## src/rtl/riscv_pkg.sv

```systemverilog
// Shared RV32 decode types: opcodes, immediate selectors, funct7 values and the ID->EX record.
package riscv_pkg;

    parameter int unsigned XLEN       = 32;
    parameter int unsigned DATA_WIDTH = XLEN;

    typedef enum logic [6:0] {
        OPCODE_LOAD     = 7'h03,
        OPCODE_MISC_MEM = 7'h0F,
        OPCODE_REG_IMM  = 7'h13,
        OPCODE_AUIPC    = 7'h17,
        OPCODE_STORE    = 7'h23,
        OPCODE_REG_REG  = 7'h33,
        OPCODE_LUI      = 7'h37,
        OPCODE_BRANCH   = 7'h63,
        OPCODE_JALR     = 7'h67,
        OPCODE_JAL      = 7'h6F,
        OPCODE_SYSTEM   = 7'h73
    } opcode_t;

    typedef enum logic [2:0] {
        IMM_I,
        IMM_S,
        IMM_B,
        IMM_U,
        IMM_J,
        IMM_NONE
    } imm_sel_t;

    // Two funct7 encodings share a value across instructions, so they cannot be one enum.
    localparam logic [6:0] FUNCT7_BASE = 7'h00;
    localparam logic [6:0] FUNCT7_ALT  = 7'h20;

    localparam logic [31:0] NOP_INSTR = 32'h00000013;

    typedef struct packed {
        logic [XLEN-1:0] pc;
        logic [6:0]      opcode;
        logic [2:0]      funct3;
        logic [6:0]      funct7;
        logic [4:0]      rd;
        logic [4:0]      rs1;
        logic [4:0]      rs2;
        logic [XLEN-1:0] imm;
        logic [XLEN-1:0] reg_a;
        logic [XLEN-1:0] reg_b;
    } decoded_instr_t;

    function automatic imm_sel_t imm_sel_of(input logic [6:0] opcode);
        imm_sel_t sel;
        case (opcode)
            OPCODE_STORE:              sel = IMM_S;
            OPCODE_BRANCH:             sel = IMM_B;
            OPCODE_LUI, OPCODE_AUIPC:  sel = IMM_U;
            OPCODE_JAL:                sel = IMM_J;
            OPCODE_REG_REG:            sel = IMM_NONE;
            default:                   sel = IMM_I;
        endcase
        return sel;
    endfunction

endpackage

```

## src/rtl/riscv_imm_gen.sv

```systemverilog
// Combinational immediate generator: selects and sign-extends the RV32 immediate formats.
module riscv_imm_gen
    import riscv_pkg::*;
(
    input  logic [31:0]     i_instr,
    input  imm_sel_t        i_imm_sel,
    output logic [XLEN-1:0] o_imm
);

    logic [31:0] w_imm32;

    always_comb begin
        w_imm32 = '0;
        case (i_imm_sel)
            IMM_I:    w_imm32 = {{20{i_instr[31]}}, i_instr[31:20]};
            IMM_S:    w_imm32 = {{20{i_instr[31]}}, i_instr[31:25], i_instr[11:7]};
            IMM_B:    w_imm32 = {{19{i_instr[31]}}, i_instr[31], i_instr[7], i_instr[30:25],
                                 i_instr[11:8], 1'b0};
            IMM_U:    w_imm32 = {i_instr[31:12], 12'b0};
            IMM_J:    w_imm32 = {{11{i_instr[31]}}, i_instr[31], i_instr[19:12], i_instr[20],
                                 i_instr[30:21], 1'b0};
            default:  w_imm32 = '0;
        endcase
    end

    assign o_imm = XLEN'($signed(w_imm32));

endmodule

```

## src/rtl/riscv_decode_stage.sv

```systemverilog
// ID stage: decode, operand read with WB bypass, load-use bubble, flush, registered output.
// Define RISCV_DECODE_ILLEGAL_TRAP_EN to pass illegal instructions through with o_id_illegal.
module riscv_decode_stage
    import riscv_pkg::*;
#(
    parameter logic [XLEN-1:0] RESET_PC = '0
) (
    input  logic            i_clk,
    input  logic            i_rst_n,
    input  logic            i_if_valid,
    output logic            o_if_ready,
    input  logic [31:0]     i_if_instr,
    input  logic [XLEN-1:0] i_if_pc,
    output logic [4:0]      o_rf_rs1_addr,
    output logic [4:0]      o_rf_rs2_addr,
    input  logic [XLEN-1:0] i_rf_rs1_data,
    input  logic [XLEN-1:0] i_rf_rs2_data,
    input  logic            i_wb_we,
    input  logic [4:0]      i_wb_rd,
    input  logic [XLEN-1:0] i_wb_data,
    input  logic            i_flush,
    output logic            o_id_valid,
    input  logic            i_id_ready,
    output decoded_instr_t  o_id_instr,
    output logic            o_id_illegal
);

    logic           r_id_valid;
    decoded_instr_t r_id_instr;
    decoded_instr_t w_dec;
    logic [31:0]    w_instr;
    logic [XLEN-1:0] w_imm;
    logic           w_illegal;
    logic           w_lu_hazard;
    logic           w_in_fire;
    logic           w_out_fire;
    logic           w_uses_rs2;

    wire [6:0] w_op = i_if_instr[6:0];
    wire [2:0] w_f3 = i_if_instr[14:12];
    wire [6:0] w_f7 = i_if_instr[31:25];

    assign o_rf_rs1_addr = i_if_instr[19:15];
    assign o_rf_rs2_addr = i_if_instr[24:20];

    always_comb begin
        w_illegal = (i_if_instr[1:0] != 2'b11);
        case (w_op)
            OPCODE_LOAD:     if (w_f3 == 3'b011 || w_f3 == 3'b110 || w_f3 == 3'b111)
                                 w_illegal = 1'b1;
            OPCODE_STORE:    if (w_f3 > 3'b010) w_illegal = 1'b1;
            OPCODE_BRANCH:   if (w_f3 == 3'b010 || w_f3 == 3'b011) w_illegal = 1'b1;
            OPCODE_JALR:     if (w_f3 != 3'b000) w_illegal = 1'b1;
            OPCODE_REG_REG: begin
                if (w_f7 != FUNCT7_BASE && w_f7 != FUNCT7_ALT) w_illegal = 1'b1;
                if (w_f7 == FUNCT7_ALT && w_f3 != 3'b000 && w_f3 != 3'b101) w_illegal = 1'b1;
            end
            OPCODE_REG_IMM: begin
                if (w_f3 == 3'b001 && w_f7 != FUNCT7_BASE) w_illegal = 1'b1;
                if (w_f3 == 3'b101 && w_f7 != FUNCT7_BASE && w_f7 != FUNCT7_ALT)
                    w_illegal = 1'b1;
            end
            OPCODE_LUI, OPCODE_AUIPC, OPCODE_JAL, OPCODE_MISC_MEM, OPCODE_SYSTEM: ;
            default:         w_illegal = 1'b1;
        endcase
    end

`ifdef RISCV_DECODE_ILLEGAL_TRAP_EN
    assign w_instr = i_if_instr;
`else
    assign w_instr = w_illegal ? NOP_INSTR : i_if_instr;
`endif

    riscv_imm_gen u_imm_gen (
        .i_instr   (w_instr),
        .i_imm_sel (imm_sel_of(w_instr[6:0])),
        .o_imm     (w_imm)
    );

    // Operands: x0 reads zero, a same-cycle WB write wins over the RF read port.
    always_comb begin
        w_dec        = '0;
        w_dec.pc     = i_if_pc;
        w_dec.opcode = w_instr[6:0];
        w_dec.rd     = w_instr[11:7];
        w_dec.funct3 = w_instr[14:12];
        w_dec.rs1    = w_instr[19:15];
        w_dec.rs2    = w_instr[24:20];
        w_dec.funct7 = w_instr[31:25];
        w_dec.imm    = w_imm;
        if (w_dec.rs1 == 5'd0)                      w_dec.reg_a = '0;
        else if (i_wb_we && i_wb_rd == w_dec.rs1)   w_dec.reg_a = i_wb_data;
        else                                        w_dec.reg_a = i_rf_rs1_data;
        if (w_dec.rs2 == 5'd0)                      w_dec.reg_b = '0;
        else if (i_wb_we && i_wb_rd == w_dec.rs2)   w_dec.reg_b = i_wb_data;
        else                                        w_dec.reg_b = i_rf_rs2_data;
    end

    assign w_uses_rs2 = (w_op == OPCODE_REG_REG) || (w_op == OPCODE_STORE) ||
                        (w_op == OPCODE_BRANCH);

    assign w_lu_hazard = r_id_valid && (r_id_instr.opcode == OPCODE_LOAD) &&
                         (r_id_instr.rd != 5'd0) && i_if_valid &&
                         ((r_id_instr.rd == i_if_instr[19:15]) ||
                          (w_uses_rs2 && r_id_instr.rd == i_if_instr[24:20]));

    assign o_if_ready = (!r_id_valid || i_id_ready) && !w_lu_hazard && !i_flush;
    assign w_in_fire  = i_if_valid && o_if_ready;
    assign w_out_fire = r_id_valid && i_id_ready;

    always_ff @(posedge i_clk or negedge i_rst_n) begin
        if (!i_rst_n) begin
            r_id_valid    <= 1'b0;
            r_id_instr    <= '0;
            r_id_instr.pc <= RESET_PC;
        end else if (i_flush) begin
            r_id_valid <= 1'b0;
        end else if (w_in_fire) begin
            r_id_valid <= 1'b1;
            r_id_instr <= w_dec;
        end else if (w_out_fire) begin
            r_id_valid <= 1'b0;
        end
    end

`ifdef RISCV_DECODE_ILLEGAL_TRAP_EN
    logic r_id_illegal;

    always_ff @(posedge i_clk or negedge i_rst_n) begin
        if (!i_rst_n)           r_id_illegal <= 1'b0;
        else if (i_flush)       r_id_illegal <= r_id_illegal;
        else if (w_in_fire)     r_id_illegal <= w_illegal;
    end

    assign o_id_illegal = r_id_illegal;
`else
    assign o_id_illegal = 1'b0;
`endif

    assign o_id_valid = r_id_valid;
    assign o_id_instr = r_id_instr;

endmodule

```

## config.mk

```make
export PLATFORM = sky130hd
export DESIGN_NAME = riscv_decode_stage
export DESIGN_NICKNAME = d
export VERILOG_FILES = /design/src/rtl/riscv_pkg.sv /design/src/rtl/riscv_imm_gen.sv /design/src/rtl/riscv_decode_stage.sv
export SDC_FILE = /design/constraint.sdc
export NUM_CORES = 1
export LEC_CHECK = 0
export CORE_ASPECT_RATIO = 0.5
export CORE_MARGIN = 2
export CORE_UTILIZATION = 39
export DETAILED_ROUTE_END_ITERATION = 7
export GPL_ROUTABILITY_DRIVEN = 0
export GPL_TIMING_DRIVEN = 0
export PLACE_DENSITY = 0.87
export SLEW_MARGIN = 10
export SYNTH_ARGS = -nofsm -noshare
export SYNTH_HDL_FRONTEND = slang
export SYNTH_SLANG_ARGS = --single-unit
```

## constraint.sdc

```tcl
create_clock -name i_clk -period 2.5 [get_ports i_clk]
set_input_delay 0.375 -clock i_clk [delete_from_list [all_inputs] [get_ports i_clk]]
set_output_delay 0.375 -clock i_clk [all_outputs]
set_load 0.005 [all_outputs]
```

# After elaboration in Yosys (flattened, before gate mapping)

Index checks and enable logic that the tools add are counted.

Register bits: 161
Input bits: 171
Output and inout bits: 173
Logic and storage cells: 105

Magnitude comparators: 1
Equality and inequality tests: 36
Multiplexer cells: 19
Bitwise operators: 1
Reductions and logical operators: 37

Operators by type and width:

| operator                                                             | number |
|---|---|
| 32-bit 2-to-1 mux                                                    | 5 |
| 32-bit case mux with 5 select lines                                  | 1 |
| 7-bit by 6-bit == test with 1-bit output, second input constant      | 7 |
| 7-bit == test, second input constant                                 | 6 |
| 7-bit by 5-bit == test with 1-bit output, second input constant      | 3 |
| 5-bit == test                                                        | 4 |
| 1-bit logical AND                                                    | 17 |
| 3-bit case mux with 5 select lines                                   | 1 |
| 7-bit by 2-bit == test with 1-bit output, second input constant      | 2 |
| 3-bit by 2-bit == test with 1-bit output, second input constant      | 4 |
| 3-bit == test, second input constant                                 | 4 |
| 1-bit 2-to-1 mux                                                     | 11 |
| 5-bit zero test                                                      | 2 |
| 7-bit by 4-bit == test with 1-bit output, second input constant      | 1 |
| 1-bit logical OR                                                     | 7 |
| 7-bit by 6-bit != test with 1-bit output, second input constant      | 1 |
| 1-bit case mux with 7 select lines                                   | 1 |
| 7-bit nonzero test                                                   | 1 |
| 3-bit by 1-bit == test with 1-bit output, second input constant      | 2 |
| 3-bit nonzero test                                                   | 2 |
| 5-bit nonzero test                                                   | 1 |
| 5-bit OR reduction                                                   | 1 |
| 3-bit by 2-bit > comparator with 1-bit output, second input constant | 1 |
| 1-bit zero test                                                      | 3 |
| 6 further kinds                                                      | 6 |

# Longest topological paths before layout

Gate-level depths: netlist of run 1.

Depth after elaboration: 12
Depth in mapped cells: 12
Gate-level depth less buffers: 8

# Hierarchy

Synthesis of run 1 repeated with hierarchy kept, for this count alone.

Cell total of the unflattened synthesis: 818
Area, all modules: 8665.8 sq um

By module, submodules not included:

| module             | instances | cells each | area each (sq um) | sequential area each (sq um) |
|---|---|---|---|---|
| riscv_decode_stage | 1         | 724        | 8125.3            | 4028.9 |
| riscv_imm_gen      | 1         | 94         | 540.5             | 0.0 |

# Worst setup path before layout of run 1

No wires, ideal clock.

Path type: in2reg
Start: in i_if_instr[5]
End: reg r_id_instr (netlist bit o_id_instr[10])
Library setup time: 0.128 ns
Arrival time: 2.443 ns
Required time: 2.372 ns
Setup slack: -0.071 ns
Cell stages on the path: 12
Buffers on the path: 4
Cell sequence: buf_6 -> or3b_1 -> nand2_1 -> a32oi_1 -> nor4_4 -> buf_6 -> and3_1 -> o21a_1 -> and2_1 -> buf_2 -> buf_6 -> o211ai_2

Word-level cells in the longest chain between the ends: 11
Elaborated cells between the ends (all ways): 29
Classes of those cells: eq/ne: 12; mux: 4; reduce/logical: 13

Ends and longest elaborated chain:

| what                                                                       | line                      | RTL |
|---|---|---|
| start, declared                                                            | riscv_decode_stage.sv:12  | `input logic [31:0] i_if_instr,` |
| parallel branches: the longest is 11 deep, another holds 32-bit 2-to-1 mux | -                         |  |
| end signal, assigned                                                       | riscv_decode_stage.sv:120 | `r_id_instr <= w_dec;` |
| end, declared                                                              | riscv_decode_stage.sv:29  | `decoded_instr_t r_id_instr;` |

Several ways; the timed one is not identified.
A chain may end at the register's enable or synchronous reset.

# Worst setup path in the final report of run 1

Start: in i_if_instr[6]
End: reg r_id_instr (netlist bit o_id_instr[14])

The elaborated chain is that of the path after synthesis.

==> impl_summary.md, run 1 <==
Final layout
The layout-stage area growth over the synthesis result is 60.1%. The filler cells instantiated in the layout total 1567. The post-layout instance count excluding filler cells is 1573. The count of nets after finishing is 1458. The number of antenna repair diodes is 0.

The share of cells above drive strength 1 is 18.0%. The final core area utilization is 63.6%. After routing the design area is 0.0130 mm^2.

Drt
The average vias per placed instance is 5.75. The first detailed-routing pass ran for 7 iterations. The routed layout has 9050 vias. After the first detailed-routing iteration, the DRC count stood at 1066.

Wires add up to 32800 um. In the routed design, unresolved DRC markers number 0. Once detail routing completed, the nets flagged for antenna violations numbered 0. Dividing the detail-routed wire length by the instance count gives 20.9 um.

Pwr
The power density over the cells is 527 mW/mm^2. The leakage power of the design is 0.00593 uW. The maximum ir drop on the vdd rail is 405 uV. Power comes to 6870 uW.

Run status
The checks that failed: setup timing. The run finished, with violations left.

Yosys
Yosys mapped the design onto 53 distinct sky130hd cell types. The number of storage elements in the synthesis netlist is 161. The count of yosys warnings during synthesis is 0. Among all flip-flop cells after synthesis, the most frequent one is sky130_fd_sc_hd__dfrtp_1.

The fraction of synthesis flops using an asynchronous set or reset pin is 100%. The net count after synthesis is 1071. The share of synthesized area occupied by flip-flops and latches is 49.5%.

The number of flops mapped to enable cells by yosys is 0. The number of instances in the synthesized netlist is 900. The cell area that synthesis handed to floorplanning was 0.00815 mm^2. Each instance of the synthesized netlist takes up on average 9.05 um^2.

Placed design
The number of placed instances, taps included is 1509. After legalization and detailed placement, the total HPWL measured 24100 um. In this run the cell area measured after placement is 0.0119 mm^2.

The worst setup slack after placement is -1350 ps. The count of buffers added on input and output ports is 335.

STA
In the finished design, the share of the clock period the worst path needs comes to 108%. The count of pins over their slew limit came to 0. After layout, the minimum clock period comes to 2700 ps. The slew of the pin with the lowest slew margin is 781 ps. The number of hold-slack violations in the final timing report is 0. Setup slack on the critical path of the routed design comes to -201 ps. Setup violations remaining at the end of the flow were counted as 68.

The highest attainable clock frequency is 370 MHz. Setup repair after global routing could not meet its margin everywhere. On the final layout, the worst clock skew is 8.29 ps. In this run the tightest slew margin relative to its limit is 47.8%.

Clocking
Clock tree synthesis selected as its root buffer the cell sky130_fd_sc_hd__clkbuf_16. The insertion delay to the later sink of the worst-skew pair is 420 ps. The number of buffers between clock root and the deepest sink is 2.

The TritonCTS clock tree is yes. The H-tree was split into 4 levels. The clock net sink count is 161. Clock-pin slew was measured on the worst setup and hold paths at 70 ps. The total clock buffers created by CTS is 17.

Worst hold path
The path class of the lowest-slack min-delay path is in -> reg.

Critical path
The required time of the critical path is 2800 ps. The largest fanout on the critical path is 7. In this run the worst setup path begins at i_if_instr[6]. Traced cell by cell, the critical path runs through dlygate4sd2_1, buf_6, nor4b_2, o22ai_1, a211oi_2, nor4_4, buf_4, buf_4, a211o_1, a22oi_2, and2_4, buf_6, bufbuf_16, o211ai_2.

In this run the critical register-to-register path is captured at o_id_instr[44]$_DFFE_PN0P_. The data arrival time of the worst path is 3000 ps. The highest cell delay on the worst timing path is 320 ps.

The endpoint type of the worst setup path is a flop. The number of cell instances on the worst register-to-register path is 10. The end point of the critical path is o_id_instr[14]$_DFFE_PN0P_. By startpoint and endpoint, the worst setup path is classified as in -> reg. The startpoint identified for the worst register-to-register timing path is o_id_instr[107]$_DFFE_PN0P_. The startpoint kind of the worst setup timing path is an input pin. The worst register-to-register path has a setup slack of -120 ps.

For this design, the slowest cell found on the critical path is sky130_fd_sc_hd__a22oi_2.

Global routing
The via count of the first global-routing pass is 9107. Entering global routing, the biggest net connects 82 pins. The met2 usage is 48.3%.

The met1 usage is 36.7%. In the global route stage, met3 resource usage came out at 5.73%. The first global-routing pass estimated 50500 um of wire.

The number of antenna violations at the first check in global routing came to 0. The most used routing layer in global routing is met2. After global routing the overflow that remains totals 0.

The overall routing resource usage is 29.3%.

Floorplanning
The area of the core is 0.0205 mm^2. In this run the count of I/O pins placed on the die edge is 344. The die covers 0.0221 mm^2. The die height is 106 um. In this run the horizontal extent of the chip is 208 um. The initial utilization of the core area, before any placement, comes to 39.7%. Row generation in the floorplan step produced 37 rows.

Flow run
Across the run, the number of max-cap violations was 0.
[synth_stat cells, types with 5 or more instances]
cell type | n | area, um^2
sky130_fd_sc_hd__nand2_1 | 325 | 1220
sky130_fd_sc_hd__dfrtp_1 | 161 | 4030
sky130_fd_sc_hd__nand4_1 | 65 | 407
sky130_fd_sc_hd__o211ai_2 | 60 | 751
sky130_fd_sc_hd__clkbuf_1 | 53 | 199
sky130_fd_sc_hd__nand3_1 | 35 | 175
sky130_fd_sc_hd__nor2_1 | 20 | 75.1
sky130_fd_sc_hd__a21oi_1 | 15 | 75.1
sky130_fd_sc_hd__o21ai_1 | 13 | 65.1
sky130_fd_sc_hd__a22o_1 | 11 | 96.3
sky130_fd_sc_hd__buf_4 | 11 | 82.6
sky130_fd_sc_hd__xnor2_1 | 11 | 96.3
sky130_fd_sc_hd__o21ai_0 | 10 | 50.1
sky130_fd_sc_hd__a31oi_1 | 8 | 50.1
sky130_fd_sc_hd__buf_6 | 8 | 90.1
sky130_fd_sc_hd__buf_2 | 7 | 35.0
sky130_fd_sc_hd__and2_1 | 5 | 31.3
sky130_fd_sc_hd__buf_1 | 5 | 18.8
sky130_fd_sc_hd__nor3_1 | 5 | 25.0
sky130_fd_sc_hd__or2_2 | 5 | 31.3
[flip-flops by register name (all words and copies together), names as in the netlist]
register and cells:
o_id_valid 1, o_id_instr 160
[placed cells by master (no fill, tap or decap), types with 5 or more instances in the layout]
cell                                n
sky130_fd_sc_hd__clkbuf_16         17
sky130_fd_sc_hd__nand3_1           34
sky130_fd_sc_hd__a21oi_1           15
sky130_fd_sc_hd__a31oi_1            8
sky130_fd_sc_hd__buf_2              9
sky130_fd_sc_hd__o21ai_0           10
sky130_fd_sc_hd__nand4_1           65
sky130_fd_sc_hd__buf_6              6
sky130_fd_sc_hd__dlygate4sd2_1      7
sky130_fd_sc_hd__buf_4             38
sky130_fd_sc_hd__nand2_1          324
sky130_fd_sc_hd__buf_12            10
sky130_fd_sc_hd__clkdlybuf4s50_1  313
sky130_fd_sc_hd__clkbuf_2          38
sky130_fd_sc_hd__nor3_1             5
sky130_fd_sc_hd__clkbuf_4           6
sky130_fd_sc_hd__nor2_1            20
sky130_fd_sc_hd__o211ai_2          60
sky130_fd_sc_hd__xnor2_1           11
sky130_fd_sc_hd__dfrtp_1          160
sky130_fd_sc_hd__inv_6              7
sky130_fd_sc_hd__or2_2              5
sky130_fd_sc_hd__clkbuf_1          12
sky130_fd_sc_hd__o21ai_1           12
sky130_fd_sc_hd__dlymetal6s2s_1     6
sky130_fd_sc_hd__a22o_1            11
[area by class of cell]
| type | count | area (um^2) | share of cell area (%) |
|---|---|---|---|
| Sequential cell | 161 | 4030 | 30.9 |
| Multi-Input combinational cell | 652 | 3790 | 29.1 |
| Clock buffer | 19 | 443 | 3.40 |
| Timing Repair Buffer | 370 | 3740 | 28.7 |
| Clock inverter | 13 | 124 | 0.950 |
| Tap cell | 273 | 342 | 2.62 |
| Buffer | 82 | 561 | 4.30 |
| Inverter | 3 | 13.8 | 0.106 |
[worst min path at each step]
stage,cells after the start,end,startpoint
floorplan,0,o_id_instr[0]$_DFFE_PN0P_,i_rst_n
global placement,2,o_id_instr[111]$_DFFE_PN0P_,o_id_instr[111]$_DFFE_PN0P_
detailed placement,1,o_id_instr[139]$_DFFE_PN0P_,i_rst_n
CTS,3,o_id_instr[126]$_DFFE_PN0P_,i_if_instr[5]
global route,3,o_id_instr[115]$_DFFE_PN0P_,i_if_instr[29]
finish,3,o_id_instr[115]$_DFFE_PN0P_,i_if_instr[29]
[worst max-delay path, delay by kind of cell]
kind	cells	cell delay, ps
AOI/OAI and AO/OA	5	1070
buffers and inverters	6	1050
and+or+nand+nor	3	490
[per-stage QoR]
stage	hold slack [ps]	TNS [ps]
after floorplan	79.4	0
after global placement	452	-1034970
after detailed placement	414	-175670
after CTS	326	-16600
after global routing	259	-16030
final	258	-9620
[per-layer routing]
layer	vias to the layer above	wire length [um]	part of all wire (%)
met4	0	1960	6.0
met5	-	0	0
met2	549	15700	48
li1	3892	-	-
met1	4448	12600	38
met3	161	2560	7.8
[power breakdown]
group / switching, uW / total [uW] / internal (uW) / leakage (uW)
Clock: 1170 / 2590 / 1420 / 0.000272
Sequential: 119 / 2910 / 2790 / 0.00215
Combinational: 621 / 1380 / 757 / 0.00351
[kinds of logic (layout without fill, tap and decap cells)]
logic type / count (synthesis) / after routing / synth area share, %
simple gates: 493 / 493 / 27.5
flops: 161 / 161 / 49.5
compound gates: 143 / 143 / 16.0
buf+inv: 87 / 487 / 5.39
xor+xnor: 15 / 15 / 1.61
other cells: 1 / 1 / 0.0460
[timing repair]
action / CTS / global route
hold endpoints to repair: 80 / 0
hold buffers: 1 / 0
resized for setup: 91 / 51
setup endpoints to repair: 162 / 158
cloned: 4 / 0
pin swaps: 13 / 18
setup buffers: 22 / 8
Note: power is estimated with default switching activity, not from simulation.
==> run 2, diff against run 1 <==
CAP_MARGIN = 20   (was not set)
HOLD_SLACK_MARGIN = 0.12   (was not set)
==> run 2 against run 1 <==
The flow still finishes with violations (setup timing). Setup slack got worse by 1.5 ps. Design area increased by 0.18%. Largest cell class unchanged. Core utilization is 0.12 points higher. First-iteration DRC count is 0.47% higher.
==> impl_summary.md, run 2 (same netlist as run 1, synthesis figures left out) <==
STA
Across all setup checks in the final design, the least slack found is -202 ps. The count of final setup violators is 67. At the pin with the least slew margin, the transition time is 732 ps.

The number of hold-slack violations in the final timing report is 0. The worst clock skew is 9.60 ps. The summed negative setup slack over all endpoints is -10610 ps. Setup repair after global routing could not meet its margin everywhere. The share of the clock period used by the worst path after layout is 108%.

The worst pin sits at a relative slew slack of 50.8%. The highest attainable clock frequency is 370 MHz. The clock period minus final worst setup slack is 2700 ps. The count of pins over their slew limit was 0.

Clocking
The insertion delay to the later sink of the worst-skew pair is 420 ps. The total number of H-tree levels is 4. TritonCTS built the clock tree.

Counting the buffers created by CTS gives 17. The longest clock path from root to sink contains 2 buffers. After clock tree synthesis, the clock-pin slew on the worst setup and hold paths is 70 ps. The clock net sink count is 161. The tree is rooted in a sky130_fd_sc_hd__clkbuf_16.

Floorplanning
The initialized floorplan defines 37 standard-cell rows. 344 I/O pins were placed. The floorplan step defined a die boundary enclosing 0.0221 mm^2. The horizontal die dimension is 208 um. In this run the standard cell core region covers 0.0205 mm^2. The die height is 106 um. The initial utilization of the core area, before any placement, comes to 39.7%.

Drt
The final routed wire length divided by cell count is 20.9 um. The first detailed-routing pass ran for 8 iterations. After detailed routing, the number of remaining DRC violations is 0. Dividing the detail-routed via count by the number of cells gives 5.74. The number of nets still failing antenna checks after routing is 0.

For this block, the initial DRC count from the detailed router was 1071. Summed over all layers, the routed wires come to 32900 um. The via count is 9037.

Placed design
The wire-length estimate of the detail-placed layout is 24100 um. The instance area at placement is 0.0119 mm^2. Buffers placed on the I/O ports in this run total 335. OpenSTA, run right after detailed placement, puts the worst setup slack at -1350 ps.

Final layout
The top cell types in the final layout, fill and taps aside, are 324 x sky130_fd_sc_hd__nand2_1, 313 x sky130_fd_sc_hd__clkdlybuf4s50_1, 160 x sky130_fd_sc_hd__dfrtp_1, 65 x sky130_fd_sc_hd__nand4_1, 60 x sky130_fd_sc_hd__o211ai_2. Relative to the synthesized area, the layout overhead comes to 60.4%. The share of cells above drive strength 1 is 18.0%. The post-route standard cell area excluding fillers is 0.0131 mm^2. 0 antenna diodes ended up in the layout.

The count of nets after finishing is 1460. The final core area utilization is 63.7%. The number of flip-flops under the largest register name is 160. The library cell used most frequently in the layout, excluding fill and tap cells, is sky130_fd_sc_hd__nand2_1.

Global routing
The via count of the first global-routing pass is 9107. The number of antenna violations at the first check in global routing was 0. The total global routing overflow is 0. The pin count of the biggest net entering global routing is 82. Across every metal layer, demand over resource in global routing totals 29.3%.

The global-route wire length before repair is 50500 um.

Critical path
The worst-path cell with the longest stage delay is sky130_fd_sc_hd__a22oi_2. The critical path runs through a total of 14 cells. The worst setup path is launched from an input pin. The endpoint type of the worst setup path is a flop. Along the worst path, the maximum fanout reaches 7. The required time of the critical path is 2800 ps. On the worst path, the slowest cell contributes a delay of 330 ps. Data on the critical path arrives at its endpoint at 3010 ps. The worst setup path is of the in -> reg kind. The signal on the critical path passes through dlygate4sd2_1, buf_6, nor4b_2, o22ai_1, a211oi_2, nor4_4, buf_4, buf_4, a211o_1, a22oi_2, and2_4, buf_6, bufbuf_16, o211ai_2. The cell family contributing the most delay on the critical path is compound AO/OA/AOI/OAI gates.

The count of buffering cells on the critical path with inverters included is 6. The number of cells on the worst reg-to-reg path is 10.

Pwr
For this design the ratio of total power to cell area is 526 mW/mm^2. Across the VDD grid, the largest voltage drop is 403 uV. The analysis attributes to cell leakage a power of 0.00594 uW.

Worst hold path
Along the worst hold path, the cell count comes to 3. The path class of the tightest hold or removal check is in -> reg.

Flow run
The tool flagged a number of max-cap violations equal to 0.

Run status
The checks that failed: setup timing. The flow ran to the end, but the final reports show violations.
run 2: cell count changes in the layout (fill, tap and decap cells not counted):
cell / before / now
sky130_fd_sc_hd__clkbuf_16: 17 / 18
sky130_fd_sc_hd__nor4b_2: 3 / 2
sky130_fd_sc_hd__clkbuf_2: 38 / 39
sky130_fd_sc_hd__nor4b_1: 0 / 1
run 2: area by class of cell:
type | instances | area, um^2
plain buffers | 82 | 561
clock inverters | 13 | 124
repair buffers | 372 | 3770
inverters | 3 | 13.8
well taps | 273 | 342
clock buffers | 19 | 443
multi-input cells | 652 | 3780
fillers | 1561 | 7440
flip-flops and latches | 161 | 4030
run 2: path summary, 6_finish.rpt:
path | to | slack [ps] | startpoint
hold / removal | o_id_instr[115]$_DFFE_PN0P_ | 260 | i_if_instr[29]
hold reg to reg | o_id_instr[112]$_DFFE_PN0P_ | 470 | o_id_instr[112]$_DFFE_PN0P_
max in group asynchronous | o_id_instr[107]$_DFFE_PN0P_ | 1140 | i_rst_n
setup reg to reg | o_id_instr[44]$_DFFE_PN0P_ | -130 | o_id_instr[107]$_DFFE_PN0P_
min in group asynchronous | o_id_instr[142]$_DFFE_PN0P_ | 540 | i_rst_n
setup / recovery | o_id_instr[15]$_DFFE_PN0P_ | -200 | i_if_instr[6]
run 2: stage by stage:
step                cells  total power, uW  hold slack [ps]
floorplan             900             3330             79.4
global placement     1508             4210              452
detailed placement   1509             4260              414
CTS                  1568             6860              326
global route         1575             7110              259
finish               1575             6880              257
run 2: worst min-delay path, cell delays in order:
cell	delay [ps]
sky130_fd_sc_hd__clkbuf_2	140
sky130_fd_sc_hd__nand3_1	80
sky130_fd_sc_hd__nand2_1	50
run 2: report_power, final:
group	internal (uW)	switching, uW	leakage (uW)
logic	758	621	0.00352
registers	2790	119	0.00215
clock network	1420	1170	0.000272
total	4960	1910	0.00594
run 2: timing repair:
action | CTS | global route
gates cloned | 4 | 1
pin swaps | 13 | 17
resized for setup | 91 | 50
hold endpoints to repair | 80 | 0
endpoints found under the setup margin | 162 | 158
hold buffers | 1 | 0
setup buffers | 22 | 8
run 2: layer usage:
metal	vias to the layer above	GRT usage [%]	wire length, um	part of all wire [%]
met4	0	16.0	1820	5.5
li1	3899	-	-	-
met3	148	5.73	2670	8.1
met1	4442	36.7	12600	38
met2	548	48.3	15800	48
met5	-	0	0	0
==> run 3, diff against run 2 <==
ABC_CLOCK_PERIOD_IN_PS = 3200   (was not set)
CORE_UTILIZATION = 48   (was 39)
CTS_BUF_LIST = sky130_fd_sc_hd__clkbuf_2   (was not set)
PLACE_DENSITY = 0.95   (was 0.87)
clock period = 3.2 ns   (was 2.5 ns; I/O delays follow)
==> run 3 against run 2 <==
The flow now finishes without violations. Register-to-register slack better by 390 ps. Design area is 6.5% lower. Setup slack gained 320 ps. Combinational power is 25% lower. Sequential power down 22%. Clock-buffer cell count decreased by 1. Routed wire length fell by 8.3%. Non-clock buffer count is 16 lower. Clock skew rose by 57 ps. Via count fell by 4.0%. Core utilization is 10 points higher. Critical path depth decreased by 2. Critical path type unchanged. Critical endpoint is now o_id_instr[6]$_DFFE_PN0P_. Largest cell class is now flip-flops and latches.
==> impl_summary.md, run 3 (same netlist as run 1, synthesis figures left out) <==
STA
Setup violations remaining at the end of the flow were counted as 0. Final hold analysis gives a worst-case slack of 187 ps. Static timing analysis puts the maximum clock frequency at 325 MHz. At the pin with the least slew margin, the transition time is 688 ps. The number of hold-slack violations in the final timing report is 0.

Summed over all failing endpoints, the final setup total negative slack is 0 ps. In this run the tightest slew margin relative to its limit is 53.7%. The count of pins over their slew limit is 0. The share of the clock period used by the worst path after layout is 96.2%. The clock period minus final worst setup slack is 3080 ps. The worst clock skew is 67.1 ps.

Pwr
The combinational share of power is 23.8%. The total power is 4380 uW. Sequential cells account for 51.8% of the total power. The part of the total power dissipated in the clock network is 24.3%.

The power spent charging and discharging nets is 1340 uW. In this run the power density over the cells is 358 mW/mm^2. In this run the static leakage power is 0.00548 uW.

Of the total power, the share spent switching nets is 30.6%. The internal portion of the total power is 3040 uW. IR analysis of the VDD net gives a maximum drop of 287 uV.

Final layout
In the layout the commonest cells are 333 x sky130_fd_sc_hd__clkdlybuf4s50_1, 325 x sky130_fd_sc_hd__nand2_1, 159 x sky130_fd_sc_hd__dfrtp_1, 65 x sky130_fd_sc_hd__nand4_1, 60 x sky130_fd_sc_hd__o211ai_2. The most frequent standard cell in the layout excluding fill and tap cells is sky130_fd_sc_hd__clkdlybuf4s50_1. The filler cells instantiated in the layout total 1124.

The number of antenna repair diodes is 0. The number of flip-flops under the largest register name is 160. The net count of the finished layout is 1444. The finished layout holds 1513 standard cells, fillers aside. The final core area utilization is 74.1%.

Cells with a size suffix above 1 make up 12.6% of the layout. The area growth from synthesis to layout is 49.9%.

Critical path
The endpoint of the worst-slack reg-to-reg timing path is o_id_instr[146]$_DFFE_PN0P_. The highest cell delay on the worst timing path is 570 ps. At the worst endpoint, the required time is 3850 ps.

Setup slack on the worst reg-to-reg path comes out at 260 ps. Traced cell by cell, the critical path runs through clkdlybuf4s50_1, nor4_1, nand2_1, o31a_1, nor4_4, buf_6, inv_4, nor3_4, buf_4, clkbuf_1, nand2_1, o211ai_2. STA puts the critical path data arrival time at 3730 ps. The endpoint type of the worst setup path is a flop.

In this design, the largest share of critical-path delay is due to buffers and inverters. The critical path in this run is classified as in -> reg. The number of cell instances on the worst register-to-register path is 10.

In this run the worst path has a maximum fanout of 10. The startpoint kind of the worst setup timing path is an input pin. The worst-path cell with the longest stage delay is sky130_fd_sc_hd__clkdlybuf4s50_1. The worst register-to-register path begins at o_id_instr[109]$_DFFE_PN0P_.

The most common cell type on the critical path is sky130_fd_sc_hd__nand2_1. The count of buffering cells on the critical path with inverters included is 5.

Floorplanning
Pin placement for this block handled 344 I/O pins. The die height is 96.1 um. The die covers 0.0181 mm^2.

The core region is 0.0165 mm^2. The horizontal die dimension is 188 um. In this run the core area contains 33 standard-cell rows. The starting density of the core is 49.4%.

Clocking
The clock root buffer is sky130_fd_sc_hd__clkbuf_2. In this run the number of H-tree levels came out at 4. Clock-pin slew was measured on the worst setup and hold paths at 230 ps. The insertion delay to the later sink of the worst-skew pair is 780 ps. The clock net sink count is 161. The number of buffers between clock root and the deepest sink is 2.

The TritonCTS clock tree is yes. The total clock buffers created by CTS is 17.

Global routing
Entering global routing, the biggest net connects 93 pins. The total overflow left after global routing is 0. Global routing used 33.1% of the available tracks across all layers. The via count of the first global-routing pass is 8745. The number of antenna violations at the first check in global routing is 0. The first global-routing pass estimated 46400 um of wire.

Drt
The first detailed-routing pass ran for 5 iterations. The final routed wire length divided by cell count is 19.9 um. In this run, the number of DRC markers left after iteration 0 of detailed routing was 691. The via count is 8678. The average vias per placed instance is 5.74. For this run, design rule violations remaining after detail routing come to 0.

The detailed-route wire length is 30200 um. Once detail routing completed, the nets flagged for antenna violations numbered 0.

Worst hold path
The path class of the lowest-slack min-delay path is in -> reg. The number of cells on the worst hold path is 3. The hold path endpoint is o_id_instr[85]$_DFFE_PN0P_. The startpoint of the worst hold path is i_if_instr[21].

Placed design
The number of buffers added on ports is 335. The number of placed instances, taps included is 1463. The HPWL after detailed placement is 22200 um.

Run status
The flow ran to the end, and the final reports show no timing, DRC or antenna violations.

Flow run
The tool flagged a number of max-cap violations equal to 0.
## run 3: cell count changes in the layout (fill, tap and decap cells not counted), moves of 6 or more
cell,previous run,this run
sky130_fd_sc_hd__clkdlybuf4s50_1,313,333
sky130_fd_sc_hd__clkbuf_1,12,35
sky130_fd_sc_hd__clkbuf_4,6,0
sky130_fd_sc_hd__buf_4,38,21
sky130_fd_sc_hd__clkbuf_16,18,0
sky130_fd_sc_hd__buf_12,10,0
sky130_fd_sc_hd__dlygate4sd2_1,7,1
sky130_fd_sc_hd__dlymetal6s2s_1,6,0
sky130_fd_sc_hd__inv_6,7,1
sky130_fd_sc_hd__dlygate4sd3_1,1,8
## run 3: through the flow
stage                     area [um^2]  setup slack [ps]
after detailed placement        11800              -817
after global placement          11800             -4770
after floorplan                  8150               524
final                           12200               121
after CTS                       12200              12.1
after global routing            12200             -37.9
## run 3: worst max-delay path by stage
stage,from,end,slack [ps],cells after the start
after global routing,i_if_instr[31],o_id_instr[9]$_DFFE_PN0P_,-40,12
after global placement,i_rst_n,o_id_instr[58]$_DFFE_PN0P_,-4770,1
final,i_if_instr[31],o_id_instr[6]$_DFFE_PN0P_,120,12
after detailed placement,i_if_instr[27],o_id_instr[57]$_DFFE_PN0P_,-820,11
after floorplan,i_if_instr[5],o_id_instr[10]$_DFFE_PN0P_,520,12
after CTS,o_id_instr[108]$_DFFE_PN0P_,o_id_instr[24]$_DFFE_PN0P_,10,10
## run 3: layer usage
layer	global-route usage, %	vias to the layer above	share of wire (%)
met4	14.6	0	3.9
met3	8.28	105	8.5
met2	55.6	462	48
li1	-	3857	-
met1	41.2	4254	40
met5	0	-	0
## run 3: worst min-delay path, stage by stage
cell	delay, ps
sky130_fd_sc_hd__clkbuf_1	190
sky130_fd_sc_hd__a21oi_1	170
sky130_fd_sc_hd__o21ai_1	70
## run 3: timing repair
action                                  4_1_cts  5_1_grt
hold buffers                                  8        0
endpoints found under the setup margin       27      111
hold endpoints to repair                     98        0
pin swaps                                     2        1
setup buffers                                 8        2
resized for setup                             3       36
## run 3: cell type report
cell class	instances	area [um^2]	area share, %
Sequential cell	161	4030	33.0
Multi-Input combinational cell	652	3690	30.2
Timing Repair Buffer	355	3540	29.0
Buffer	83	442	3.62
Tap cell	227	284	2.33
Clock inverter	14	118	0.963
Clock buffer	18	90.1	0.738
Inverter	3	13.8	0.113
## run 3: power groups by stage
stage | clock network, uW | logic, uW | registers (uW)
floorplan | 0 | 300 | 2300
global placement | 0 | 981 | 2290
detailed placement | 0 | 1010 | 2300
CTS | 1070 | 1030 | 2260
global route | 1150 | 1120 | 2280
finish | 1060 | 1040 | 2270
